==> config.mk <==
export PLATFORM = sky130hd
export DESIGN_NAME = hamming_decoder
export DESIGN_NICKNAME = d
export VERILOG_FILES = /design/src/rtl/hamming_pkg.sv /design/src/rtl/hamming_secded_fix.sv /design/src/rtl/hamming_decoder.sv
export SDC_FILE = /design/constraint.sdc
export NUM_CORES = 1
export LEC_CHECK = 0
export ABC_AREA = 0
export CORE_MARGIN = 4
export CORE_UTILIZATION = 34
export CTS_BUF_LIST = sky130_fd_sc_hd__clkbuf_8
export CTS_CLUSTER_DIAMETER = 80
export DETAILED_ROUTE_END_ITERATION = 8
export GPL_TIMING_DRIVEN = 0
export PLACE_DENSITY_LB_ADDON = 0.05
export SYNTH_ARGS = -nofsm -noshare
export SYNTH_HDL_FRONTEND = slang
export SYNTH_SLANG_ARGS = --single-unit
==> constraint.sdc <==
create_clock -name clk -period 6.3 [get_ports clk]
set_clock_uncertainty 0.05 [all_clocks]
set_input_delay 1.26 -clock clk [delete_from_list [all_inputs] [get_ports clk]]
set_output_delay 1.26 -clock clk [all_outputs]
set_load 0.02 [all_outputs]
==> src/rtl/hamming_pkg.sv <==
// Shared types and constants for the SEC-DED (16,11) encoder/decoder pair.
// The syndrome helper is kept here so the encoder bench can reuse it.
package hamming_pkg;

    typedef enum logic [2:0] {
        IDLE,
        RD_LO,
        RD_HI,
        FIX,
        WR_LO,
        WR_HI,
        DONE
    } state_t;

    localparam logic [1:0] FLG_OK  = 2'b00;
    localparam logic [1:0] FLG_ONE = 2'b01;
    localparam logic [1:0] FLG_TWO = 2'b10;

    localparam int NUM_MSGS_DEF = 15;
    localparam int SRC_BASE_DEF = 30;
    localparam int DST_BASE_DEF = 0;
    localparam int ADDR_W_DEF   = 8;

    // XOR of the position numbers of every set bit in positions 1..15.
    function automatic logic [3:0] syndrome(input logic [15:0] w);
        logic [3:0] s;
        s = '0;
        for (int k = 1; k < 16; k++) begin
            if (w[k]) s = s ^ 4'(k);
        end
        return s;
    endfunction

endpackage

==> src/rtl/hamming_secded_fix.sv <==
// Combinational SEC-DED check: computes syndrome and overall parity,
// corrects a single flipped bit and extracts the 11 data bits.
module hamming_secded_fix
    import hamming_pkg::*;
(
    input  logic [15:0] w,
    output logic [11:1] d,
    output logic [1:0]  f
);

    logic [3:0]  s;
    logic        p;
    logic [15:0] wc;

    always_comb begin
        s  = syndrome(w);
        p  = ^w;
        wc = w;
        f  = FLG_OK;
        if (p) begin
            // s==0 with odd parity means p0 itself flipped; data is intact.
            f = FLG_ONE;
            if (s != 4'd0) wc[s] = ~w[s];
        end else if (s != 4'd0) begin
            f = FLG_TWO;
        end
        d = {wc[15:9], wc[7:5], wc[3]};
    end

endmodule

==> src/rtl/hamming_decoder.sv <==
// Memory-walking SEC-DED decoder: reads encoded words from the source area,
// writes corrected data plus status flags to the destination area.
//
//   state | meaning
//   IDLE  | waiting for start after reset
//   RD_LO | read low byte of encoded word i
//   RD_HI | read high byte of encoded word i
//   FIX   | register corrected data and flags
//   WR_LO | write data bits d8..d1
//   WR_HI | write flags and d11..d9, advance i
//   DONE  | run complete, done held high until next start
module hamming_decoder
    import hamming_pkg::*;
#(
    parameter int NUM_MSGS = NUM_MSGS_DEF,
    parameter int SRC_BASE = SRC_BASE_DEF,
    parameter int DST_BASE = DST_BASE_DEF,
    parameter int ADDR_W   = ADDR_W_DEF
) (
    input  logic              clk,
    input  logic              reset,
    input  logic              start,
    output logic              done,
    output logic [ADDR_W-1:0] mem_addr,
    output logic              mem_wr_en,
    output logic [7:0]        mem_wr_dat,
    input  logic [7:0]        mem_rd_dat
);

    localparam int IDX_W = (NUM_MSGS > 1) ? $clog2(NUM_MSGS) : 1;
    localparam logic [IDX_W-1:0] IDX_LAST = IDX_W'(NUM_MSGS - 1);

    state_t            state, state_nxt;
    logic [IDX_W-1:0]  idx, idx_nxt;
    logic [15:0]       w;
    logic [11:1]       fix_d, res_d;
    logic [1:0]        fix_f, res_f;
    logic              wr_req;
    logic [ADDR_W-1:0] ofs, src_lo, dst_lo;

    assign ofs    = ADDR_W'(idx) << 1;
    assign src_lo = ADDR_W'(SRC_BASE) + ofs;
    assign dst_lo = ADDR_W'(DST_BASE) + ofs;

    hamming_secded_fix u_fix (
        .w (w),
        .d (fix_d),
        .f (fix_f)
    );

    always_ff @(posedge clk) begin
        if (reset) begin
            state <= IDLE;
            idx   <= '0;
            w     <= '0;
            res_d <= '0;
            res_f <= FLG_OK;
        end else begin
            state <= state_nxt;
            idx   <= idx_nxt;
            if (state == RD_LO) w[7:0]  <= mem_rd_dat;
            if (state == RD_HI) w[15:8] <= mem_rd_dat;
            if (state == FIX) begin
                res_d <= fix_d;
                res_f <= fix_f;
            end
        end
    end

    always_comb begin
        state_nxt  = state;
        idx_nxt    = idx;
        mem_addr   = '0;
        mem_wr_dat = '0;
        wr_req     = 1'b0;
        case (state)
            IDLE, DONE: begin
                if (start) begin
                    idx_nxt   = '0;
                    state_nxt = RD_LO;
                end
            end
            RD_LO: begin
                mem_addr  = src_lo;
                state_nxt = RD_HI;
            end
            RD_HI: begin
                mem_addr  = src_lo + ADDR_W'(1);
                state_nxt = FIX;
            end
            FIX: begin
                state_nxt = WR_LO;
            end
            WR_LO: begin
                mem_addr   = dst_lo;
                mem_wr_dat = res_d[8:1];
                wr_req     = 1'b1;
                state_nxt  = WR_HI;
            end
            WR_HI: begin
                mem_addr   = dst_lo + ADDR_W'(1);
                mem_wr_dat = {res_f, 3'b000, res_d[11:9]};
                wr_req     = 1'b1;
                if (idx == IDX_LAST) begin
                    state_nxt = DONE;
                end else begin
                    idx_nxt   = idx + IDX_W'(1);
                    state_nxt = RD_LO;
                end
            end
            default: state_nxt = IDLE;
        endcase
    end

    // Reset masks the strobe so the write landing on the reset edge is dropped.
    assign mem_wr_en = wr_req & ~reset;
    assign done      = (state == DONE);

endmodule

Yosys cells after proc, flatten, opt, wreduce, memory -nomap -nowiden
Cells that the tools add are included.

Output and inout bits: 18. Input port bits: 11. Flip-flop bits (word level): 36.

Mux-type cells: 33. Add/subtract/negate cells: 4. Magnitude comparators: 2. Bitwise logic cells: 17. Eq/ne operators: 9. Reduce and logical (&&, ||, !) cells: 8.

Operators by type and width (count): 2-to-1 mux 4 bit (10); 2-to-1 mux 16 bit (2); case mux 7 bit (4 select lines) (1); 2-to-1 mux 3 bit (6); case mux 3 bit (6 select lines) (1); bitwise mux 16 bit (1); case mux 8 bit (2 select lines) (1); XOR reduction 16 bit (1); inverter 2 bit (6); inverter 3 bit (4); == test 3 bit (second input constant) (3); 2-to-1 mux 2 bit (4); case mux 4 bit (2 select lines) (1); adder 6 x 1 -> 7 bit (second input constant) (1); adder 5 x 1 -> 6 bit (second input constant) (1); adder 5 x 5 -> 6 bit (first input constant) (1); == test 3 x 2 -> 1 bit (second input constant) (2); less-than comparator 4 x 5 -> 1 bit (second input constant) (1); adder 4 x 1 -> 4 bit (second input constant) (1); binary-select mux 1 bit (select 4 bit) (1); demux 1 bit (select 4 bit) (1); == test 4 bit (second input constant) (1); >= comparator 4 x 1 -> 1 bit (second input constant) (1); 2-to-1 mux 1 bit (4); 12 further kinds (17).

Logic depth before layout (Yosys ltp)
Depth after elaboration: 33. Mapped depth: 9. Gate-level depth less buffers: 8.

By module
Synthesis repeated with hierarchy kept, for this count alone.

Cell total of the unflattened synthesis: 344. Area total of the unflattened synthesis: 2756.4 µm².

Modules (own cells, without submodules): hamming_decoder (cells an instance 223, instances 1, area an instance 1739.2 µm²); hamming_secded_fix (cells an instance 121, instances 1, area an instance 1017.2 µm²).

Worst setup path before layout
No wires, ideal clock.

Path type: input -> output. Start: in reset. End: out mem_wr_en. Slack: 3014 ps. Buffers on the path: 2. Stages: 3. Data arrival time: 1976 ps. Path through: clkbuf_1 -> clkbuf_1 -> nor2b_1.

Longest elaborated chain between the ends: 2.

Ends and longest elaborated chain: start, declared (line hamming_decoder.sv:21) `input logic reset,`; inverter 1 bit (line hamming_decoder.sv:116) `assign mem_wr_en = wr_req & ~reset;`; AND 1 bit (line hamming_decoder.sv:116); end, declared (line hamming_decoder.sv:25) `output logic mem_wr_en,`.

Every way passes these cells.

Final worst setup path
Ends and elaborated chain as after synthesis.

==> reports/metrics.cfg <==
[setup_path]
critPathCaptureType = output pin
r2r_end = res_d[8]
startpoint = reset
cp_slowest_cell = clkdlybuf4s50_1
path_max_fanout = 10
critPathKind = input port to output pin
r2r_cells = 7
crit_end = mem_wr_en
cpLargestDelayFamily = buffers and inverters
cp.required_ps = 4990
cp_data_arrival_time_ps = 3280
r2r_slack_ps = 3780
start_kind = input port
reg2reg_from = w[11]
crit_buf_inv = 4
max_stage_delay_ps = 550
crit_chain = clkdlybuf4s50_1, clkbuf_1, clkbuf_1, nor2b_1, clkdlybuf4s50_1
critical_path_depth = 5

[sta]
slew_headroom_pct = 26.7
setup_tns_ps = 0
final-max-slew-violation-count = 0
layout_min_cycle_time_ps = 4590
rsz0062_at_grt = false
fin_crit_sh_pct = 72.8
hold_viol = 0
fmax_ghz = 0.218
finalSetupViolations = 0
worstMarginPinSlew_ps = 1090

[detailed_routing]
drtPass1Iterations = 4
postRouteAntennaNets = 0
routedWlPerCell_microns = 15.5
totalWireLength_microns = 6870
drc_errors = 0
dr.first_iter.drc_count = 113
vias = 2258
vias_per_cell = 5.10

[clock_network]
postCtsHoldBufs = 0
path_clk_slew_ps = 80
cts_buffers = 5
h-tree-depth = 2
insertion_delay_ps = 280
cts_tree = done
clock_tree.buffer_depth = 2
cts_sinks = 36
cts.root.buffer_cell = clkbuf_8
cts_resized = 0
postCtsSetupRepairBufs = 0

[global_route]
antenna_found_initial = 0
grt_max_degree = 11
grt_pass1_vias = 2154
overflow = 0
grt_usage_pct = 16.2
grt_pass1_wl_microns = 11200

[layout]
antennaDiodeCount = 0
fin_nets = 359
area_growth_pct = 18.5
final_cell_mix = 41 x nand2_1, 36 x dfxtp_1, 33 x nor2_1
final_cell_count_no_fill = 443
layout_commonest_cell = nand2_1
drive_gt1_share_pct = 9.30
n_fill_cell = 785

[synthesis]
synth_cells = 310
ys_warn_count = 0
yosys-mux-area-fraction_pct = 5.73
synth-xor-area-share_pct = 14.8
synthSimpleGateAreaFrac_pct = 22.5
synth.distinct_cells = 56
synth_top_family_by_area = simple AND/OR/NAND/NOR gates
synth.cell_area_sq_um = 2510
yosysSeqAreaShare_pct = 28.7
syn_area_per_cell_sq_um = 8.10
synth_seq_cells = 36
synth_adder_area_share_pct = 1.99
synth_compound_area_share_pct = 21.4

[min_path]
hold_class = flip-flop to flip-flop
holdCritStartpoint = w[8]

[floorplan]
row_count = 31
die_w_microns = 93.9
dieArea_sq_um = 8820
io_pins = 29
core_area_sq_um = 7210
fp.dieH_microns = 93.9
start_util_pct = 34.8

[flow_run]
cap_violations = 0

[place]
place_inst = 436
gp_congestion = 0.859
dp_hpwl_microns = 5200
portBuffers = 26

[pwr]
ir_worst_vdd_mv = 0.0954
p_total_uw = 620
p_per_area_nw_per_um2 = 208
leakage_uw = 0.00107

[status]
status = complete, no violations

-- kinds of logic (layout without fill, tap and decap cells) --
family | Yosys count | in the layout
multiplexers | 14 | 14
flip-flops | 36 | 36
other | 1 | 2
AO/OA/AOI/OAI | 75 | 75
buffers and inverters | 27 | 60
adder cells (fa/ha/maj) | 4 | 4
XOR/XNOR | 32 | 32
AND/OR/NAND/NOR | 121 | 121
-- routing by layer --
metal  global-route usage, %  vias to the layer above  routed length (microns)
met5                       0                        -                        0
met4                    5.66                        0                       74
met3                    3.21                        6                      270
met2                    24.5                       54                     3030
met1                    22.7                     1046                     3500
li1                        -                     1152                        -
-- through the flow --
step           utilization [%]  setup WS [ps]  cell area, sq um  hold WS, ps
6_report                  41.3           1710              2980          431
5_1_grt                   41.3           1570              2980          457
4_1_cts                   41.3           1710              2980          425
3_5_place_dp              40.2           1700              2900          415
3_3_place_gp              40.2           1700              2900          409
2_1_floorplan                -           3010              2510          399
-- worst min-delay path, stage by stage, from the launching register on --
cell and delay, ps:
dfxtp_1 320, nand2_1 60, a21oi_1 60
-- cells in the mapped netlist, drive strengths merged --
master   count  share of area [%]
o211ai       9                2.9
a21o         6                1.8
dfxtp       36                 29
clkbuf      12                1.8
o211a        1               0.40
o21ai        6                1.3
xor2         8                3.1
o32ai        2               0.70
buf         11                2.4
nand4        5                1.2
o311ai       1               0.35
a31oi        2               0.50
o22a         1               0.35
and3         2               0.50
and2         8                2.0
a2111oi      1                1.1
or3          2               0.50
a311oi       1               0.35
nand4b       1               0.35
xnor3        3                2.7
or2          3               0.75
xnor2       21                9.0
nor2b        4                1.0
a22o         5                1.7
nor3b        1               0.30
mux2         3                1.3
nand2b       6                1.5
o31ai        1               0.30
o41ai        1               0.35
a31o         4                1.4
a21oi       26                5.2
a211oi       3                1.3
nand3        4               0.80
nand2       41                6.1
mux2i       11                4.4
inv          3               0.45
a22oi        2               0.60
nor2        33                4.9
nor3         9                1.8
nor4b        2               0.70
conb         1               0.15
ha           4                2.0
o22ai        3               0.75
clkinv       1               0.15
-- sequential cells by signal, summed over array words and instances, names as in the netlist --
register / cells
idx: 4
res_f: 2
res_d: 11
w: 16
state: 3
-- power breakdown --
part	leakage [uW]	internal [uW]	switching [uW]	total, uW
Clock	0.0000452	73.6	81.7	155
Sequential	0.000291	234	6.98	241
Combinational	0.000738	90.6	133	224
Total	0.00107	398	222	620
-- worst min-delay path by stage --
stage,end,slack [ps],cells past startpoint
6_report,w[8],430,2
5_1_grt,w[8],460,2
4_1_cts,w[8],430,2
3_5_place_dp,w[8],410,2
3_3_place_gp,w[8],410,2
2_1_floorplan,w[8],400,2
-- layout make-up --
type / count / area (sq um) / area share, %
Clock buffer: 5 / 68.8 / 2.31
Clock inverter: 2 / 8.76 / 0.294
Multi-Input combinational cell: 248 / 1670 / 56.2
Sequential cell: 36 / 721 / 24.2
Timing Repair Buffer: 26 / 260 / 8.74
Buffer: 23 / 105 / 3.53
Inverter: 4 / 15.0 / 0.504
Tap cell: 99 / 124 / 4.16
Power figures use the tool's default switching activity.
